$ cat src/rtl/mc_ctrl_if.sv
// mc_ctrl_if: opcode/memory handshake inputs and datapath control outputs of the multi-cycle sequencer.
interface mc_ctrl_if;
  logic [5:0] opcode;
  logic       mem_ready;
  logic       pc_write;
  logic       pc_write_cond;
  logic       i_or_d;
  logic       mem_read;
  logic       mem_write;
  logic       ir_write;
  logic       reg_write;
  logic [1:0] reg_dst;
  logic [1:0] mem_to_reg;
  logic       alu_src_a;
  logic [1:0] alu_src_b;
  logic [1:0] alu_op;
  logic [1:0] pc_source;
  logic       instr_done;
  logic       trap;
  logic [3:0] state;
  modport master (
    input  opcode, mem_ready,
    output pc_write, pc_write_cond, i_or_d, mem_read, mem_write, ir_write, reg_write,
           reg_dst, mem_to_reg, alu_src_a, alu_src_b, alu_op, pc_source, instr_done, trap, state
  );
  modport slave (
    output opcode, mem_ready,
    input  pc_write, pc_write_cond, i_or_d, mem_read, mem_write, ir_write, reg_write,
           reg_dst, mem_to_reg, alu_src_a, alu_src_b, alu_op, pc_source, instr_done, trap, state
  );
endinterface

$ cat src/rtl/mc_ctrl_fsm.sv
// mc_ctrl_fsm: multi-cycle fetch/decode/execute/memory/writeback sequencer with Moore datapath controls and memory wait-state timeout.
module mc_ctrl_fsm #(
  parameter int TO_WIDTH    = 8,
  parameter int MEM_TIMEOUT = 200
) (
  input logic       clk,
  input logic       rst_n,
  mc_ctrl_if.master bus
);
  typedef enum logic [3:0] {
    IDLE = 4'd0, FETCH = 4'd1, DECODE = 4'd2, MEM_ADDR = 4'd3, MEM_RD = 4'd4, MEM_WB = 4'd5,
    MEM_WR = 4'd6, EXEC = 4'd7, R_WB = 4'd8, BRANCH = 4'd9, JUMP = 4'd10, ADDI_EX = 4'd11,
    ADDI_WB = 4'd12, TRAP = 4'd15
  } state_t;
  localparam logic [TO_WIDTH-1:0] TO_LAST = TO_WIDTH'(MEM_TIMEOUT - 1);
  state_t stateQ, stateD;
  logic [TO_WIDTH-1:0] toCnt, toCntD;
  logic waitSt, toFire, jal;
  logic [5:0] op;
  assign op     = bus.opcode;
  assign jal    = op == 6'h03;
  assign waitSt = stateQ inside {FETCH, MEM_RD, MEM_WR};
  // mem_ready has priority: a completing transfer never times out
  assign toFire = (MEM_TIMEOUT != 0) && toCnt == TO_LAST && !bus.mem_ready;
  assign toCntD = (waitSt && !bus.mem_ready && stateD == stateQ) ? ((&toCnt) ? toCnt : toCnt + 1'b1) : '0;
  assign bus.state = stateQ;
  always_ff @(posedge clk or negedge rst_n)
    if (!rst_n) begin
      stateQ <= IDLE;
      toCnt  <= '0;
    end else begin
      stateQ <= stateD;
      toCnt  <= toCntD;
    end
  always_comb begin
    stateD            = stateQ;
    bus.pc_write      = 1'b0;
    bus.pc_write_cond = 1'b0;
    bus.i_or_d        = 1'b0;
    bus.mem_read      = 1'b0;
    bus.mem_write     = 1'b0;
    bus.ir_write      = 1'b0;
    bus.reg_write     = 1'b0;
    bus.reg_dst       = 2'b00;
    bus.mem_to_reg    = 2'b00;
    bus.alu_src_a     = 1'b0;
    bus.alu_src_b     = 2'b00;
    bus.alu_op        = 2'b00;
    bus.pc_source     = 2'b00;
    bus.instr_done    = 1'b0;
    bus.trap          = 1'b0;
    case (stateQ)
      IDLE: stateD = FETCH;
      FETCH: begin
        bus.mem_read  = 1'b1;
        bus.alu_src_b = 2'b01;
        bus.ir_write  = bus.mem_ready;
        bus.pc_write  = bus.mem_ready;
        stateD        = bus.mem_ready ? DECODE : toFire ? TRAP : FETCH;
      end
      DECODE: begin
        bus.alu_src_b = 2'b11;
        stateD = op == 6'h00 ? EXEC :
                 (op == 6'h23 || op == 6'h2B) ? MEM_ADDR :
                 op == 6'h04 ? BRANCH :
                 (op == 6'h02 || jal) ? JUMP :
                 op == 6'h08 ? ADDI_EX : TRAP;
      end
      MEM_ADDR: begin
        bus.alu_src_a = 1'b1;
        bus.alu_src_b = 2'b10;
        stateD        = op == 6'h2B ? MEM_WR : MEM_RD;
      end
      MEM_RD: begin
        bus.mem_read = 1'b1;
        bus.i_or_d   = 1'b1;
        stateD       = bus.mem_ready ? MEM_WB : toFire ? TRAP : MEM_RD;
      end
      MEM_WB: begin
        bus.reg_write  = 1'b1;
        bus.mem_to_reg = 2'b01;
        bus.instr_done = 1'b1;
        stateD         = FETCH;
      end
      MEM_WR: begin
        bus.mem_write  = 1'b1;
        bus.i_or_d     = 1'b1;
        bus.instr_done = bus.mem_ready;
        stateD         = bus.mem_ready ? FETCH : toFire ? TRAP : MEM_WR;
      end
      EXEC: begin
        bus.alu_src_a = 1'b1;
        bus.alu_op    = 2'b10;
        stateD        = R_WB;
      end
      R_WB: begin
        bus.reg_write  = 1'b1;
        bus.reg_dst    = 2'b01;
        bus.instr_done = 1'b1;
        stateD         = FETCH;
      end
      ADDI_EX: begin
        bus.alu_src_a = 1'b1;
        bus.alu_src_b = 2'b10;
        bus.alu_op    = 2'b11;
        stateD        = ADDI_WB;
      end
      ADDI_WB: begin
        bus.reg_write  = 1'b1;
        bus.instr_done = 1'b1;
        stateD         = FETCH;
      end
      BRANCH: begin
        bus.alu_src_a     = 1'b1;
        bus.alu_op        = 2'b01;
        bus.pc_write_cond = 1'b1;
        bus.pc_source     = 2'b01;
        bus.instr_done    = 1'b1;
        stateD            = FETCH;
      end
      JUMP: begin
        bus.pc_write   = 1'b1;
        bus.pc_source  = 2'b10;
        bus.instr_done = 1'b1;
        bus.reg_write  = jal;
        bus.reg_dst    = jal ? 2'b10 : 2'b00;
        bus.mem_to_reg = jal ? 2'b10 : 2'b00;
        stateD         = FETCH;
      end
      TRAP: bus.trap = 1'b1;
      default: stateD = TRAP;
    endcase
  end
endmodule

$ cat src/flat_wrapper.sv
// flat-port wrapper written by rule: the top's interface ports become plain ports
module mc_ctrl_fsm_flat 
#(
  parameter int TO_WIDTH    = 8,
  parameter int MEM_TIMEOUT = 200
)
  (clk, rst_n, bus_opcode, bus_mem_ready, bus_pc_write, bus_pc_write_cond, bus_i_or_d, bus_mem_read, bus_mem_write, bus_ir_write, bus_reg_write, bus_reg_dst, bus_mem_to_reg, bus_alu_src_a, bus_alu_src_b, bus_alu_op, bus_pc_source, bus_instr_done, bus_trap, bus_state);
  mc_ctrl_if bus_i ();
  input logic clk;
  input logic rst_n;
  input wire logic [$bits(bus_i.opcode)-1:0] bus_opcode;
  input wire logic [$bits(bus_i.mem_ready)-1:0] bus_mem_ready;
  output wire logic [$bits(bus_i.pc_write)-1:0] bus_pc_write;
  output wire logic [$bits(bus_i.pc_write_cond)-1:0] bus_pc_write_cond;
  output wire logic [$bits(bus_i.i_or_d)-1:0] bus_i_or_d;
  output wire logic [$bits(bus_i.mem_read)-1:0] bus_mem_read;
  output wire logic [$bits(bus_i.mem_write)-1:0] bus_mem_write;
  output wire logic [$bits(bus_i.ir_write)-1:0] bus_ir_write;
  output wire logic [$bits(bus_i.reg_write)-1:0] bus_reg_write;
  output wire logic [$bits(bus_i.reg_dst)-1:0] bus_reg_dst;
  output wire logic [$bits(bus_i.mem_to_reg)-1:0] bus_mem_to_reg;
  output wire logic [$bits(bus_i.alu_src_a)-1:0] bus_alu_src_a;
  output wire logic [$bits(bus_i.alu_src_b)-1:0] bus_alu_src_b;
  output wire logic [$bits(bus_i.alu_op)-1:0] bus_alu_op;
  output wire logic [$bits(bus_i.pc_source)-1:0] bus_pc_source;
  output wire logic [$bits(bus_i.instr_done)-1:0] bus_instr_done;
  output wire logic [$bits(bus_i.trap)-1:0] bus_trap;
  output wire logic [$bits(bus_i.state)-1:0] bus_state;
  assign bus_i.opcode = bus_opcode;
  assign bus_i.mem_ready = bus_mem_ready;
  assign bus_pc_write = bus_i.pc_write;
  assign bus_pc_write_cond = bus_i.pc_write_cond;
  assign bus_i_or_d = bus_i.i_or_d;
  assign bus_mem_read = bus_i.mem_read;
  assign bus_mem_write = bus_i.mem_write;
  assign bus_ir_write = bus_i.ir_write;
  assign bus_reg_write = bus_i.reg_write;
  assign bus_reg_dst = bus_i.reg_dst;
  assign bus_mem_to_reg = bus_i.mem_to_reg;
  assign bus_alu_src_a = bus_i.alu_src_a;
  assign bus_alu_src_b = bus_i.alu_src_b;
  assign bus_alu_op = bus_i.alu_op;
  assign bus_pc_source = bus_i.pc_source;
  assign bus_instr_done = bus_i.instr_done;
  assign bus_trap = bus_i.trap;
  assign bus_state = bus_i.state;
  mc_ctrl_fsm #(.TO_WIDTH(TO_WIDTH), .MEM_TIMEOUT(MEM_TIMEOUT)) u_core (.clk(clk), .rst_n(rst_n), .bus(bus_i));
endmodule
$ cat config.mk
export PLATFORM = sky130hd
export DESIGN_NAME = mc_ctrl_fsm_flat
export DESIGN_NICKNAME = d
export VERILOG_FILES = /design/src/rtl/mc_ctrl_if.sv /design/src/rtl/mc_ctrl_fsm.sv /design/src/flat_wrapper.sv
export SDC_FILE = /design/constraint.sdc
export NUM_CORES = 1
export LEC_CHECK = 0
export ABC_AREA = 1
export BUFFER_PORTS_ARGS = -buffer_cell sky130_fd_sc_hd__clkbuf_2
export CORE_ASPECT_RATIO = 0.8
export CORE_MARGIN = 1
export CORE_UTILIZATION = 45
export CTS_CLUSTER_DIAMETER = 120
export DETAILED_ROUTE_END_ITERATION = 8
export PLACE_DENSITY_LB_ADDON = 0.15
export SLEW_MARGIN = 20
export SYNTH_ARGS = -nofsm -noshare
export SYNTH_HDL_FRONTEND = slang
export SYNTH_SLANG_ARGS = --single-unit
$ cat constraint.sdc
create_clock -name clk -period 2.1 [get_ports clk]
set_clock_uncertainty 0.1 [all_clocks]
set_input_delay 0.105 -clock clk [delete_from_list [all_inputs] [get_ports clk]]
set_output_delay 0.105 -clock clk [all_outputs]
set_load 0.005 [all_outputs]
* After elaboration in Yosys (flattened, before gate mapping)
Cells that the tools add are included.
Cells by class: $add $sub $neg 1, equal/unequal tests 22, mux-type cells 31, reductions and logical operators 17
Operator list (count):
- 4-bit 2-to-1 mux | 10
- 4-bit case mux with 9 select lines | 1
- 4-bit equality test (second input constant) | 6
- 4-bit by 3-bit equality test with 1-bit output (second input constant) | 4
- 8-bit 2-to-1 mux | 2
- 6-bit by 2-bit equality test with 1-bit output (second input constant) | 2
- 6-bit equality test (second input constant) | 2
- 2-bit case mux with 2 select lines | 3
- 2-bit case mux with 3 select lines | 2
- 8-bit by 1-bit adder with 8-bit output (second input constant) | 1
- 4-bit by 2-bit equality test with 1-bit output (second input constant) | 2
- 8-bit equality test (second input constant) | 1
- 8-bit AND reduction | 1
- 1-bit 2-to-1 mux | 7
- 6-bit by 3-bit equality test with 1-bit output (second input constant) | 1
- 6-bit by 4-bit equality test with 1-bit output (second input constant) | 1
- 6-bit logical NOT | 1
- 1-bit case mux with 2 select lines | 3
- 2-bit OR reduction | 3
- 6-bit OR reduction | 1
- 5-bit OR reduction | 1
- 4-bit by 1-bit equality test with 1-bit output (second input constant) | 1
- 4-bit equality test | 1
- 4-bit logical NOT | 1
- 9 further kinds | 13
Word-level totals: register bits 12, word-level logic and storage cells 73

* Depth between registers and ports, before layout
depth in word-level cells 10, mapped depth 10

* Worst setup path after synthesis
Ideal clock, no wire load.
kind register -> register, start register u_core.toCnt[0], end register u_core.toCnt[0], arrival time 1349 ps, required time 1881 ps, setup slack 533 ps, cell stages (with the launch flop) 10, cells stage by stage dfrtp_1 ha_1 nand3_1 inv_1 nand3_1 nor2_1 nand2_1 xor2_1 inv_1 nor2_1
On the way: word-level cells in the longest chain between the ends 8, elaborated cells between the ends (all ways) 16, classes of those cells add/sub: 1; eq/ne: 3; mux: 9; reduce/logical: 3
RTL lines:
- from (decl) | RTL line mc_ctrl_fsm.sv:17 | logic [TO_WIDTH-1:0] toCnt, toCntD;
- from (signal assigned) | RTL line mc_ctrl_fsm.sv:33 | toCnt <= toCntD;
- 8-bit equality test | RTL line mc_ctrl_fsm.sv:24 | assign toFire = (MEM_TIMEOUT != 0) && toCnt == TO_LAST && !bus.mem_ready;
- 1-bit logical AND | RTL line mc_ctrl_fsm.sv:24
- 4-bit 2-to-1 mux, on equally long branches (2 in a row) | RTL line mc_ctrl_fsm.sv:89, mc_ctrl_fsm.sv:77, mc_ctrl_fsm.sv:59
- 4-bit case mux with 9 select lines | RTL line mc_ctrl_fsm.sv:52 | case (stateQ)
- 4-bit equality test | RTL line mc_ctrl_fsm.sv:25 | assign toCntD = (waitSt && !bus.mem_ready && stateD == stateQ) ? ((&toCnt) ? toCnt : toCnt + 1'b1) : '0;
- 1-bit logical AND | RTL line mc_ctrl_fsm.sv:25
- 2-bit != test (no line) or 8-bit 2-to-1 mux (tied branches)
Parallel ways exist; a longest one is shown, timed or not. The select of a mux whose other input is x is not followed. A chain may end at the register's enable or synchronous reset.

* Worst setup path in the final report
start register u_core.stateQ[0] (netlist: u_core.bus.state[0]), end output bus_instr_done
On the way: word-level cells in the longest chain between the ends 3, elaborated cells between the ends (all ways) 8, classes of those cells eq/ne: 6; mux: 1; reduce/logical: 1
RTL lines:
- from (decl) | RTL line mc_ctrl_fsm.sv:16 | state_t stateQ, stateD;
- from (signal assigned) | RTL line mc_ctrl_fsm.sv:32 | stateQ <= stateD;
- 4-bit by 3-bit equality test with 1-bit output or 4-bit equality test (tied branches) | RTL line mc_ctrl_fsm.sv:52
- 5-bit OR reduction (no line)
- 1-bit case mux with 2 select lines * | RTL line mc_ctrl_fsm.sv:52
- to (decl) | RTL line flat_wrapper.sv:26 | output wire logic [$bits(bus_i.instr_done)-1:0] bus_instr_done;
Every way passes the cells marked *; elsewhere a longest branch is shown, timed or not.

==> run summary <==
Status - complete, no violations
Final hold vios - 0
Postcts setup bufs - 0
Main area contributors after synthesis - dfrtp_1 (29%), nor2_1 (12%), nand2_1 (10%)
Worst rel slew slack - 80.0%
Layout area overhead - 21.1%
Pre-CTS setup slack - 333 ps
Die height - 44.7 µm
CTS clk-pin slew, worst paths - 70 ps
P_sw - 665 µW
Sequential area share after synthesis - 29.3%
Max-cap violations - 0
Clock Latency Late Sink - 260 ps
Ports - 33
Vias per inst - 5.13
Core Region - 2160 µm²
RSZ-0062 raised after global routing - false
Sequential share of power - 26.6%
Worst-path maximum fanout - 5
DR WL/cell - 11.5 µm
Routing usage on met3 - 6.73%
Critical path type - register to output port
Final setup viols - 0
Initial DRT Pass Iterations - 4
Starting DRC count in detailed routing - 39
Worst R2R End - u_core.toCnt[0]
Post-cts sizing count - 0
Hold Path Origin - bus_mem_ready
M2 GR Usage - 32.8%
Post-synthesis simple-gate area fraction - 45.2%
CTS tree - built
Syn Inst Count - 162
Crit path max-delay cell type - dfrtp_1
Top cells by count, synth - nor2_1 (32), nand2_1 (28), inv_1 (23), nand3_1 (19), o21ai_0 (13)
Grt met1 use - 31.4%
Initial antenna violation count - 0
Area leader, netlist - dfrtp_1
Antenna Cells - 0
Fillers - 229
DR vias - 1138
CTS Buffer Depth - 2
Final Max Slew Viols - 0
Post-DP Area - 1210 µm²
Yosys warns - 0
Critical Path Source - u_core.bus.state[0]
Vias in the first global route - 948
Critical Path Sink Type - output port
Power per cell area - 1060 nW/µm²
Gr busiest metal - met2
XOR/XNOR Fraction of Synth Area - 0.856%
Path depth of the worst reg2reg path - 9
Main combinational cell family by area after synthesis - simple AND/OR/NAND/NOR gates
Min Tclk post-route - 1830 ps
Synth Area in Compound Gates - 12.7%
Syn Area/Cell - 6.32 µm²
Final period utilization - 87.0%
I/O Buffers - 32
Finished Cell Area - 1240 µm²
Starting Density - 47.4%
Largest net degree at the start of global routing - 13
DRC - 0
Setup TNS - 0 ps
H-tree depth - 1
CTS buffer count - 3
Crit path capture - bus_instr_done
Mux contribution to synthesized area - 0%
CP required - 1890 ps
Root Driver - clkbuf_4
Die ar. - 2470 µm²
Cell with the most instances after synthesis - nor2_1
RR Startpoint - u_core.toCnt[0]
Mapped Area - 1020 µm²
Leakage Power - 0.682 nW
Worst vdd ir - 0.615 mV
CP most frequent cell - inv_1
WL final - 2550 µm
ANT nets after route - 0
Post-synthesis register bit count - 12
GRT Total Usage - 21.7%
Max incr delay on CP - 410 ps
Internal - 652 µW
Actual slew at the worst max-slew pin - 299 ps
Core Rows - 15
Max Clk Rate - 547 MHz
Grt total ovfl - 0
CP Launch Type - register
# hold bufs at CTS - 1
Post-synth EDFFs - 0
Clk pwr share - 10.2%
Yosys top cell area share - 29.3%
Tightest Hold Check Type - input pin to register
Syn_nets - 172
Combinational fraction of design power - 63.2%
Share of cells above drive strength 1 - 26.9%
DP Wirelength - 2080 µm
Switching Share - 50.5%
Final nets - 209
Reg2reg setup slack - 310 ps
Clk sinks - 12
CP Cell Sequence - inv_1, nor2_2, inv_1, nor2_1, a21oi_1, o211ai_1, clkbuf_2
GPL Wtd Cong - 0.946
Die X - 55.3 µm
First-pass GRT wire length - 4200 µm
Synth Flop Type - dfrtp_1
Crit path DAT - 1620 ps
FFs w/ async S/R, synth - 100%
Synth Area in Adders - 1.22%
Netlist cell types - 26
Final setup margin - 273 ps
worst min-delay path by stage:
| stage | to | depth (start not counted) |
|---|---|---|
| global route | u_core.toCnt[5] | 4 |
| CTS | u_core.bus.state[2] | 4 |
| detailed placement | u_core.bus.state[2] | 1 |
| finish | u_core.bus.state[2] | 4 |
| global placement | u_core.bus.state[0] | 1 |
| floorplan | u_core.bus.state[0] | 0 |
state kept, by name (all words and copies together), names as in the netlist:
name	cells
u_core.bus.state	4
u_core.toCnt	8
layout by cell type, fill, tap and decap left out:
cell,netlist,layout
o31ai_1,1,1
o21ai_0,13,13
and2_1,1,1
dfrtp_1,12,12
xor2_1,1,1
nor2_1,32,32
a221oi_1,1,1
nand2_1,28,28
ha_1,1,1
nor3_1,3,3
dlygate4sd3_1,0,1
nand4_1,3,3
o211ai_1,1,1
a31o_2,1,1
o21bai_1,1,1
a21oi_1,2,2
inv_2,4,4
nand3_4,1,1
inv_1,23,23
clkbuf_4,0,3
nand2_2,3,3
nor2_2,4,4
a31oi_1,1,1
a21oi_2,1,1
clkbuf_2,0,32
nand3_1,19,19
nand3_2,3,3
nor2_4,1,1
power by group through the flow:
stage               clock network (mW)  logic [mW]  registers, mW
finish                           0.135       0.832          0.350
global route                     0.151       0.934          0.359
CTS                              0.141       0.831          0.349
detailed placement                   0       0.826          0.354
global placement                     0       0.818          0.351
floorplan                            0       0.553          0.342
final cells by class:
cell class                 instances  area [µm²]  area share [%]
inverter                          27         101            8.17
clock buffer                       3        22.5            1.82
multi-input combinational        122         614            49.5
timing repair buffer              33         170            13.7
sequential                        12         300            24.2
tap                               25        31.3            2.52
logic make-up (layout without fill, tap and decap cells):
family / after synthesis / after routing
AOI/OAI and AO/OA: 22 / 22
xor gates and xnor gates: 1 / 1
adders and majority gates: 1 / 1
buffers and inverters: 28 / 63
DFF: 12 / 12
and+or+nand+nor: 98 / 98
worst max-delay path, delay by kind of cell, from the launching register on:
kind,cells,cell delay [ps]
flip-flops,1,410
AND/OR/NAND/NOR,2,130
buffers and inverters,3,430
AO/OA/AOI/OAI,2,380
layer usage:
metal  wire length, µm  up-vias
li1                  -      596
met1              1250      515
met2              1160       25
met3               136        2
met4                10        0
met5                 0        -
through the flow:
step | utilization [%] | power [mW] | hold WS [ps] | cells
after floorplan | - | 0.894 | -291 | 162
after global placement | 55.9 | 1.17 | -99.9 | 218
after detailed placement | 55.9 | 1.18 | -94.4 | 218
after CTS | 57.4 | 1.32 | 103 | 222
after global routing | 57.4 | 1.44 | 119 | 222
final | 57.4 | 1.32 | 109 | 222
No activity file was read; power rests on OpenSTA's default activity.
